`config.mk`:
```
export PLATFORM = sky130hd
export DESIGN_NAME = mips_bus_master_if
export DESIGN_NICKNAME = d
export VERILOG_FILES = /design/src/rtl/mips_bus_master_if.sv
export SDC_FILE = /design/constraint.sdc
export NUM_CORES = 1
export LEC_CHECK = 0
export CAP_MARGIN = 15
export CELL_PAD_IN_SITES_DETAIL_PLACEMENT = 1
export CELL_PAD_IN_SITES_GLOBAL_PLACEMENT = 1
export CORE_AREA = 5 5 96 98
export DETAILED_ROUTE_END_ITERATION = 6
export DIE_AREA = 0 0 101 103
export DONT_BUFFER_PORTS = 1
export PLACE_DENSITY_LB_ADDON = 0.15
export REMOVE_ABC_BUFFERS = 1
export SYNTH_ARGS = -nofsm -noshare
export SYNTH_HDL_FRONTEND = slang
export SYNTH_SLANG_ARGS = --single-unit
```
`constraint.sdc`:
```
create_clock -name clk -period 8.8 [get_ports clk]
set_input_delay 0.88 -clock clk [delete_from_list [all_inputs] [get_ports clk]]
set_output_delay 0.88 -clock clk [all_outputs]
set_load 0.05 [all_outputs]
```
`src/rtl/mips_bus_master_if.sv`:
```
// mips_bus_master_if
// -----------------------------------------------------------------------------
// Bridges a simple core request/response port onto an Avalon-style memory bus
// with a waitrequest stall. One transaction is in flight at a time.
//
// Optional feature: define BUS_MASTER_IF_TIMEOUT_EN to build in a stall
// timeout. After TIMEOUT_CYCLES consecutive waitrequest-high BUS cycles the
// transaction is abandoned:
//   - resp_rdata returns 32'hFFFFFFFF;
//   - the sticky err flag sets.
// Without the macro there is no timeout counter, BUS waits forever and err
// is tied to 0.
//
// Ports
//   clk, reset          system clock, asynchronous active-high reset
//   req_valid/req_ready core request handshake. A request transfers on a rising
//                       edge where both are high. req_ready is high only in
//                       IDLE. Request fields are sampled only on that edge and
//                       ignored at all other times.
//   req_write/addr/wdata/byteenable  request fields
//   resp_valid          one-cycle completion pulse
//   resp_rdata          last read data. It is held until the next read
//                       completes.
//   err                 sticky timeout flag
//   address/write/read/writedata/byteenable  registered bus outputs
//   waitrequest/readdata                     bus inputs
//   state_dbg           current FSM state encoding (IDLE=0, BUS=1, RESP=2)
// -----------------------------------------------------------------------------
module mips_bus_master_if #(
  parameter int unsigned TIMEOUT_CYCLES = 256
) (
  input  logic        clk,
  input  logic        reset,
  input  logic        req_valid,
  output logic        req_ready,
  input  logic        req_write,
  input  logic [31:0] req_addr,
  input  logic [31:0] req_wdata,
  input  logic [3:0]  req_byteenable,
  output logic        resp_valid,
  output logic [31:0] resp_rdata,
  output logic        err,
  output logic [31:0] address,
  output logic        write,
  output logic        read,
  input  logic        waitrequest,
  output logic [31:0] writedata,
  output logic [3:0]  byteenable,
  input  logic [31:0] readdata,
  output logic [1:0]  state_dbg
);

  typedef enum logic [1:0] {
    IDLE = 2'd0,
    BUS  = 2'd1,
    RESP = 2'd2
  } state_t;

  state_t      state_q, state_d;
  logic        read_q, read_d;
  logic        write_q, write_d;
  logic [31:0] address_q, address_d;
  logic [31:0] writedata_q, writedata_d;
  logic [3:0]  byteenable_q, byteenable_d;
  logic [31:0] rdata_q, rdata_d;

`ifdef BUS_MASTER_IF_TIMEOUT_EN
  localparam int unsigned CNT_W = $clog2(TIMEOUT_CYCLES + 1);
  localparam logic [CNT_W-1:0] TO_LIM = CNT_W'(TIMEOUT_CYCLES);

  logic [CNT_W-1:0] cnt_q, cnt_d;
  logic             err_q, err_d;
`endif

  // Next-state and datapath logic
  always_comb begin
    state_d      = state_q;
    read_d       = read_q;
    write_d      = write_q;
    address_d    = address_q;
    writedata_d  = writedata_q;
    byteenable_d = byteenable_q;
    rdata_d      = rdata_q;
`ifdef BUS_MASTER_IF_TIMEOUT_EN
    cnt_d        = cnt_q;
    err_d        = err_q;
`endif

    case (state_q)
      IDLE: begin
        if (req_valid) begin
          if (req_byteenable != 4'b0000) begin
            // Strobes and fields are loaded here so they are already on the
            // bus during the first BUS cycle.
            state_d      = BUS;
            read_d       = ~req_write;
            write_d      = req_write;
            address_d    = {req_addr[31:2], 2'b00};
            writedata_d  = req_wdata;
            byteenable_d = req_byteenable;
`ifdef BUS_MASTER_IF_TIMEOUT_EN
            cnt_d        = '0;
`endif
          end else begin
            // A request with no byte lanes selected completes without
            // touching the bus.
            state_d = RESP;
            rdata_d = 32'h0000_0000;
          end
        end
      end

      BUS: begin
        if (!waitrequest) begin
          state_d = RESP;
          read_d  = 1'b0;
          write_d = 1'b0;
          if (read_q) begin
            rdata_d = readdata;
          end
        end else begin
`ifdef BUS_MASTER_IF_TIMEOUT_EN
          // The abort fires on the edge where the count would reach the limit.
          if (cnt_q == TO_LIM - 1'b1) begin
            state_d = RESP;
            read_d  = 1'b0;
            write_d = 1'b0;
            rdata_d = 32'hFFFF_FFFF;
            err_d   = 1'b1;
            cnt_d   = TO_LIM;
          end else begin
            cnt_d = cnt_q + 1'b1;
          end
`endif
        end
      end

      RESP: begin
        state_d = IDLE;
      end

      default: begin
        state_d = IDLE;
        read_d  = 1'b0;
        write_d = 1'b0;
      end
    endcase
  end

  // State and datapath registers
  always_ff @(posedge clk or posedge reset) begin
    if (reset) begin
      state_q      <= IDLE;
      read_q       <= 1'b0;
      write_q      <= 1'b0;
      address_q    <= 32'h0000_0000;
      writedata_q  <= 32'h0000_0000;
      byteenable_q <= 4'b0000;
      rdata_q      <= 32'h0000_0000;
    end else begin
      state_q      <= state_d;
      read_q       <= read_d;
      write_q      <= write_d;
      address_q    <= address_d;
      writedata_q  <= writedata_d;
      byteenable_q <= byteenable_d;
      rdata_q      <= rdata_d;
    end
  end

`ifdef BUS_MASTER_IF_TIMEOUT_EN
  // Timeout counter and sticky error flag
  always_ff @(posedge clk or posedge reset) begin
    if (reset) begin
      cnt_q <= '0;
      err_q <= 1'b0;
    end else begin
      cnt_q <= cnt_d;
      err_q <= err_d;
    end
  end

  assign err = err_q;
`else
  assign err = 1'b0;
`endif

  assign req_ready  = (state_q == IDLE);
  assign resp_valid = (state_q == RESP);
  assign resp_rdata = rdata_q;
  assign address    = address_q;
  assign write      = write_q;
  assign read       = read_q;
  assign writedata  = writedata_q;
  assign byteenable = byteenable_q;
  assign state_dbg  = state_q;

endmodule

```
==> metrics.md, run 1 <==
| Metric | Value |
|---|---|
| Result of the run | finished, final reports clean |
| Final Hold Fails | 0 |
| Detailed-route wire length per cell | 22.35 um |
| Iter 0 DRT Violations | 62 |
| Max H-tree Level | 3 |
| Number of antenna repair diodes | 0 |
| Final-report max-slew violation count | 0 |
| Average size of a mapped cell | 13.06 um^2 |
| Tightest Pin Transition | 1.022 ns |
| Number of buffers inserted by post-CTS setup repair | 0 |
| Maximum count of clock buffers along a single path | 2 |
| Maximum operating frequency | 334.4 MHz |
| #FFs+latches synth | 102 |
| Worst reg2reg path startpoint | state_dbg[0] |
| Placeable Area | 8381 um^2 |
| Data required, critical path | 9.03 ns |
| Clock transition at path regs | 0.10 ns |
| NumNets Final | 404 |
| Effective utilization at floorplan | 47.36% |
| Post-layout utilization of the core | 50.43% |
| TritonCTS Buffers | 9 |
| MaxCap Viol Count | 0 |
| Die Footprint | 10400 um^2 |
| Global-route wire length before repair | 13700 um |
| CTS sink count | 102 |
| Share of cells above drive strength 1 | 26.97% |
| Mapped Area | 3969 um^2 |
| Worst Setup Start Kind | flip-flop |
| IO buf count | 0 |
| Fin Clk Skew | 0.01360 ns |
| Sequential element share of the synthesized area | 64.31% |
| Residual DRC | 0 |
| RSZ-0062 raised after global routing | false |
| Count of boundary I/O pins | 212 |
| Chip Width | 101 um |
| Worst Setup Slack, final | 5.809 ns |
| Capture instance of the worst register-to-register path | writedata[29] |
| Average vias per placed instance | 5.517 |
| Number of cells on the worst reg-to-reg path | 3 |
| GRT Resource Usage Total | 17.05% |
| CTS tree | built |
| Data arrival time of the worst path | 3.22 ns |
| Count of TritonRoute iterations in the first routing pass | 4 |
| Antenna viol nets, final | 0 |
| Nature of the critical path endpoint | flip-flop |
| Sum of negative setup slack | 0 ns |
| Routed wire length | 9209 um |
| Gates resized, CTS repair | 0 |
| Number of global-route vias before repair | 2456 |
| Clock latency reported for the late side of the worst-skew pair | 0.35 ns |
| Top fanout value on the critical path | 69 |
| Worst max-slew margin expressed relative to the limit | 31.86% |
| Synthesis-to-finish area growth | 6.494% |
| Most frequent standard cell in the layout excluding fill and tap cells | sky130_fd_sc_hd__dfrtp_1 |
| HPWL Detailed | 6674 um |
| Antenna violations before repair | 0 |
| Post-placement worst setup slack | 5.763 ns |
| Height of the chip | 103 um |
| Sum of overflow across all layers after global routing | 0 |
| Maximum number of pins on one net before global-route repair | 70 |
| Placer Congestion | 0.7228 |
| Final critical path time including I/O delays and setup | 2.991 ns |
| Vias post-DR | 2273 |
| # setup viols final | 0 |
| Synthesized netlist cell count | 304 |
| Kind of path behind the tightest hold check | in -> async |
| Site Rows | 34 |
| Flop-to-flop setup slack | 5.81 ns |
| Number of distinct standard cells referenced by the synthesized netlist | 24 |
| Number of hold-repair buffers added at the cts stage | 0 |
| Setup CP Type | reg -> reg |
| Final clock period utilization by the worst path | 33.98% |
| Cell at the root of the clock tree | sky130_fd_sc_hd__clkbuf_8 |
| Synthesis warning total | 0 |
| Most used cells in the layout excluding fill and tap cells | 102 x sky130_fd_sc_hd__dfrtp_1, 65 x sky130_fd_sc_hd__nand2_1, 57 x sky130_fd_sc_hd__mux2_2, 32 x sky130_fd_sc_hd__o21ai_0, 11 x sky130_fd_sc_hd__clkbuf_8 |
final cells by class:
class                   instances  area, um^2
fillers                       853        4154
flip-flops and latches        102        2552
multi-input cells             182        1318
clock buffers                  11       151.4
well taps                     108       135.1
clock inverters                 5       41.29
repair buffers                  3       22.52
inverters                       1       6.256
synth_stat cells:
| cell | number | area (um^2) |
|---|---|---|
| sky130_fd_sc_hd__mux2_2 | 57 | 641.9 |
| sky130_fd_sc_hd__a21bo_2 | 1 | 10.01 |
| sky130_fd_sc_hd__mux2_1 | 10 | 112.6 |
| sky130_fd_sc_hd__nor2_2 | 1 | 6.260 |
| sky130_fd_sc_hd__inv_1 | 1 | 3.750 |
| sky130_fd_sc_hd__nand3b_1 | 2 | 15.01 |
| sky130_fd_sc_hd__nor4bb_1 | 1 | 10.01 |
| sky130_fd_sc_hd__nand2_1 | 65 | 244.0 |
| sky130_fd_sc_hd__buf_4 | 8 | 60.06 |
| sky130_fd_sc_hd__buf_2 | 2 | 10.01 |
| sky130_fd_sc_hd__conb_1 | 1 | 3.750 |
| sky130_fd_sc_hd__and3_1 | 1 | 6.260 |
| sky130_fd_sc_hd__nand2b_1 | 2 | 12.51 |
| sky130_fd_sc_hd__nor4_2 | 1 | 12.51 |
| sky130_fd_sc_hd__nand4bb_1 | 1 | 11.26 |
| sky130_fd_sc_hd__dfrtp_1 | 102 | 2552 |
| sky130_fd_sc_hd__nor2b_1 | 1 | 6.260 |
| sky130_fd_sc_hd__nand3b_2 | 1 | 11.26 |
| sky130_fd_sc_hd__mux2i_1 | 1 | 10.01 |
| sky130_fd_sc_hd__a21boi_0 | 1 | 7.510 |
| sky130_fd_sc_hd__a21oi_1 | 1 | 5.000 |
| sky130_fd_sc_hd__o21ai_0 | 32 | 160.2 |
| sky130_fd_sc_hd__buf_6 | 2 | 22.52 |
| sky130_fd_sc_hd__clkbuf_1 | 9 | 33.78 |
worst max-delay path: stages, from the launching register on:
cell and delay [ns]:
sky130_fd_sc_hd__dfrtp_1 0.68, sky130_fd_sc_hd__nor2_2 0.69, sky130_fd_sc_hd__nand3b_4 0.85, sky130_fd_sc_hd__mux2_1 0.61
kinds of logic after synthesis:
family / after synthesis / synth area share (%)
and+or+nand+nor: 76 / 8.449
other: 1 / 0.09449
DFF: 102 / 64.31
buffers and inverters: 22 / 3.279
muxes: 68 / 19.26
AOI/OAI and AO/OA: 35 / 4.603
per-stage QoR:
step | instance area [um^2] | hold WS (ns) | std cells
after floorplan | 3850 | 0.7621 | 285
after global placement | 4034 | 0.7735 | 396
after detailed placement | 4034 | 0.7833 | 396
after CTS | 4227 | 0.4328 | 412
after global routing | 4227 | 0.4611 | 412
final | 4227 | 0.4260 | 412
routing by layer:
| layer | wire length [um] | share of wire [%] | GRT usage (%) | vias up |
|---|---|---|---|---|
| li1 | - | - | - | 1006 |
| met1 | 3527 | 38 | 21.49 | 1137 |
| met2 | 4579 | 50 | 27.54 | 121 |
| met3 | 1029 | 11 | 6.225 | 9 |
| met4 | 72 | 0.78 | 5.521 | 0 |
| met5 | 0 | 0 | 0 | - |
sequential cells by signal, summed over array words and instances, names as in the netlist:
name        flops
writedata      32
resp_rdata     32
address        30
state_dbg       2
byteenable      4
write           1
read            1
worst max-delay path by stage:
| stage | from | end | cells past startpoint |
|---|---|---|---|
| 6_report | state_dbg[0] | writedata[29] | 3 |
| 5_1_grt | state_dbg[0] | writedata[26] | 3 |
| 4_1_cts | state_dbg[0] | writedata[29] | 3 |
| 3_5_place_dp | state_dbg[0] | writedata[29] | 3 |
| 3_3_place_gp | state_dbg[0] | writedata[1] | 3 |
| 2_1_floorplan | reset | address[10] | 1 |
Power of run 1 is left out: the tool's default activity adds up to more than one toggle a clock period on the data nets, which glitch-free logic cannot reach.
==> run 2, diff against run 1 <==
--- a/config.mk
+++ b/config.mk
@@ -8,9 +8,9 @@
 export CAP_MARGIN = 15
 export CELL_PAD_IN_SITES_DETAIL_PLACEMENT = 1
 export CELL_PAD_IN_SITES_GLOBAL_PLACEMENT = 1
-export CORE_AREA = 5 5 96 98
+export CORE_AREA = 5 5 98 100
 export DETAILED_ROUTE_END_ITERATION = 6
-export DIE_AREA = 0 0 101 103
+export DIE_AREA = 0 0 103 105
 export DONT_BUFFER_PORTS = 1
 export PLACE_DENSITY_LB_ADDON = 0.15
 export REMOVE_ABC_BUFFERS = 1
==> constraint.sdc (replaced) <==
create_clock -name clk -period 3.1 [get_ports clk]
set_input_delay 0.31 -clock clk [delete_from_list [all_inputs] [get_ports clk]]
set_output_delay 0.31 -clock clk [all_outputs]
set_load 0.05 [all_outputs]
==> run 2 against run 1 <==
  * Core utilization is 0.084 points lower
  * Die area is 4.0% higher
  * Worst hold slack worse by 0.39 ns
  * Count of clock-buffer cells in the layout is 1 lower
  * Global-route usage hardly changed
  * Wire length is 0.67% higher
==> metrics.md, run 2 (synthesis results as in run 1) <==
| Metric | Value |
|---|---|
| CTS sink count | 102 (unchanged) |
| Post-layout utilization of the core | 50.35% (was 50.43%) |
| Sum of negative setup slack | 0 ns (unchanged) |
| Effective utilization at floorplan | 46.19% (was 47.36%) |
| Worst Setup Start Kind | flip-flop (unchanged) |
| Maximum operating frequency | 476.3 MHz (was 334.4 MHz) |
| Most used cells in the layout excluding fill and tap cells | 102 x sky130_fd_sc_hd__dfrtp_1, 65 x sky130_fd_sc_hd__nand2_1, 57 x sky130_fd_sc_hd__mux2_2, 32 x sky130_fd_sc_hd__o21ai_0 (was 102 x sky130_fd_sc_hd__dfrtp_1, 65 x sky130_fd_sc_hd__nand2_1, 57 x sky130_fd_sc_hd__mux2_2, 32 x sky130_fd_sc_hd__o21ai_0, 11 x sky130_fd_sc_hd__clkbuf_8) |
| Hold Path Cell Cnt | 1 |
| Global-route wire length before repair | 14280 um (was 13700 um) |
| Setup CP Type | reg -> reg (unchanged) |
| Cell Area, Placed | 4096 um^2 (was 4034 um^2) |
| Number of antenna repair diodes | 0 (unchanged) |
| Maximum count of clock buffers along a single path | 2 (unchanged) |
| GRT Resource Usage Total | 17.09% (was 17.05%) |
| Number of global-route vias before repair | 2623 (was 2456) |
| Tightest Pin Transition | 0.7058 ns (was 1.022 ns) |
| Result of the run | finished, final reports clean (unchanged) |
| Average vias per placed instance | 5.492 (was 5.517) |
| Detailed-route wire length per cell | 22.23 um (was 22.35 um) |
| Routed wire length | 9271 um (was 9209 um) |
| Max H-tree Level | 3 (unchanged) |
| Placer Congestion | 0.7527 (was 0.7228) |
| Number of buffers inserted by post-CTS setup repair | 0 (unchanged) |
| Count of boundary I/O pins | 212 (unchanged) |
| Top fanout value on the critical path | 60 (was 69) |
| Count of TritonRoute iterations in the first routing pass | 4 (unchanged) |
| Antenna viol nets, final | 0 (unchanged) |
| Site Rows | 34 (unchanged) |
| Placeable Area | 8593 um^2 (was 8381 um^2) |
| RSZ-0062 raised after global routing | false (unchanged) |
| Maximum number of pins on one net before global-route repair | 61 (was 70) |
| Cell type of the slowest stage on the worst timing path | sky130_fd_sc_hd__dfrtp_1 (was sky130_fd_sc_hd__nand3b_4) |
| Sequence of cells on the critical path | nor2_2 -> buf_4 -> nand3b_4 -> buf_12 -> mux2_2 (was nor2_2 -> nand3b_4 -> mux2_1) |
| Height of the chip | 105 um (was 103 um) |
| CTS tree | built (unchanged) |
| Most frequent standard cell in the layout excluding fill and tap cells | sky130_fd_sc_hd__dfrtp_1 (unchanged) |
| Residual DRC | 0 (unchanged) |
| Delay-heaviest family, CP | flip-flops (was simple AND/OR/NAND/NOR gates) |
| NumNets Final | 410 (was 404) |
| HPWL Detailed | 6773 um (was 6674 um) |
| Fin Clk Skew | 0.01209 ns (was 0.01360 ns) |
| Worst max-slew margin expressed relative to the limit | 52.95% (was 31.86%) |
| Synthesis-to-finish area growth | 9.016% (was 6.494%) |
| Antenna violations before repair | 0 (unchanged) |
| TritonCTS Buffers | 9 (unchanged) |
| Cell at the root of the clock tree | sky130_fd_sc_hd__clkbuf_8 (unchanged) |
| Post-route design area | 4327 um^2 (was 4227 um^2) |
| Clock latency reported for the late side of the worst-skew pair | 0.36 ns (was 0.35 ns) |
| Share of cells above drive strength 1 | 27.83% (was 26.97%) |
| IO buf count | 0 (unchanged) |
| Iter 0 DRT Violations | 83 (was 62) |
| Sum of overflow across all layers after global routing | 0 (unchanged) |
| Slowest cell delay on critical path | 0.81 ns (was 0.85 ns) |
| # setup viols final | 0 (unchanged) |
| Data required, critical path | 3.34 ns (was 9.03 ns) |
| Flop-to-flop setup slack | 1.00 ns (was 5.81 ns) |
| Number of buffers and inverters on the critical path | 2 (was 0) |
| Vias post-DR | 2290 (was 2273) |
| Kind of path behind the tightest hold check | in -> reg (was in -> async) |
| Nature of the critical path endpoint | flip-flop (unchanged) |
| Number of cells on the worst reg-to-reg path | 5 (was 3) |
| MaxCap Viol Count | 0 (unchanged) |
| Chip Width | 103 um (was 101 um) |
| Final critical path time including I/O delays and setup | 2.100 ns (was 2.991 ns) |
| Final-report max-slew violation count | 0 (unchanged) |
| Clock transition at path regs | 0.08 ns (was 0.10 ns) |
| Final hold slack | 0.03970 ns (was 0.4260 ns) |
| Final clock period utilization by the worst path | 67.73% (was 33.98%) |
| Final Hold Fails | 0 (unchanged) |
| Die Footprint | 10820 um^2 (was 10400 um^2) |
| Stages on the worst setup path | 5 (was 3) |
| Data arrival time of the worst path | 2.34 ns (was 3.22 ns) |
==> run 2: layout make-up <==
cell class | instances | area, um^2
clock buffers | 10 | 137.6
clock inverters | 5 | 82.58
fillers | 881 | 4267
inverters | 1 | 6.256
multi-input cells | 182 | 1318
flip-flops and latches | 102 | 2552
well taps | 108 | 135.1
repair buffers | 9 | 95.09
==> run 2: worst paths after layout <==
| kind | start | end |
|---|---|---|
| worst max-delay path | state_dbg[1] | address[20] |
| min in group asynchronous | reset | writedata[5] |
| worst min-delay path | req_write | read |
| max in group asynchronous | reset | byteenable[2] |
| worst min register to register | state_dbg[0] | state_dbg[0] |
| worst max register to register | state_dbg[1] | address[20] |
==> run 2: repair_timing <==
item,4_1_cts,5_1_grt
endpoints found under the hold margin,49,0
resized for setup,0,0
hold buffers,1,0
==> run 2: per-stage QoR <==
stage / instances / setup slack [ns]
3_3_place_gp: 401 / 1.028
5_1_grt: 417 / 0.9077
4_1_cts: 417 / 0.9945
6_report: 417 / 1.000
3_5_place_dp: 401 / 0.9907
2_1_floorplan: 285 / -0.2570
==> run 2: metal layers <==
metal  up-vias  share of wire [%]  track usage [%]
met1      1153                 33            18.14
met2       119                 53            29.29
met5         -                  0                0
met3         8                 13            8.594
li1       1010                  -                -
met4         0                1.0            5.273
Power of run 2 is left out for the same reason.
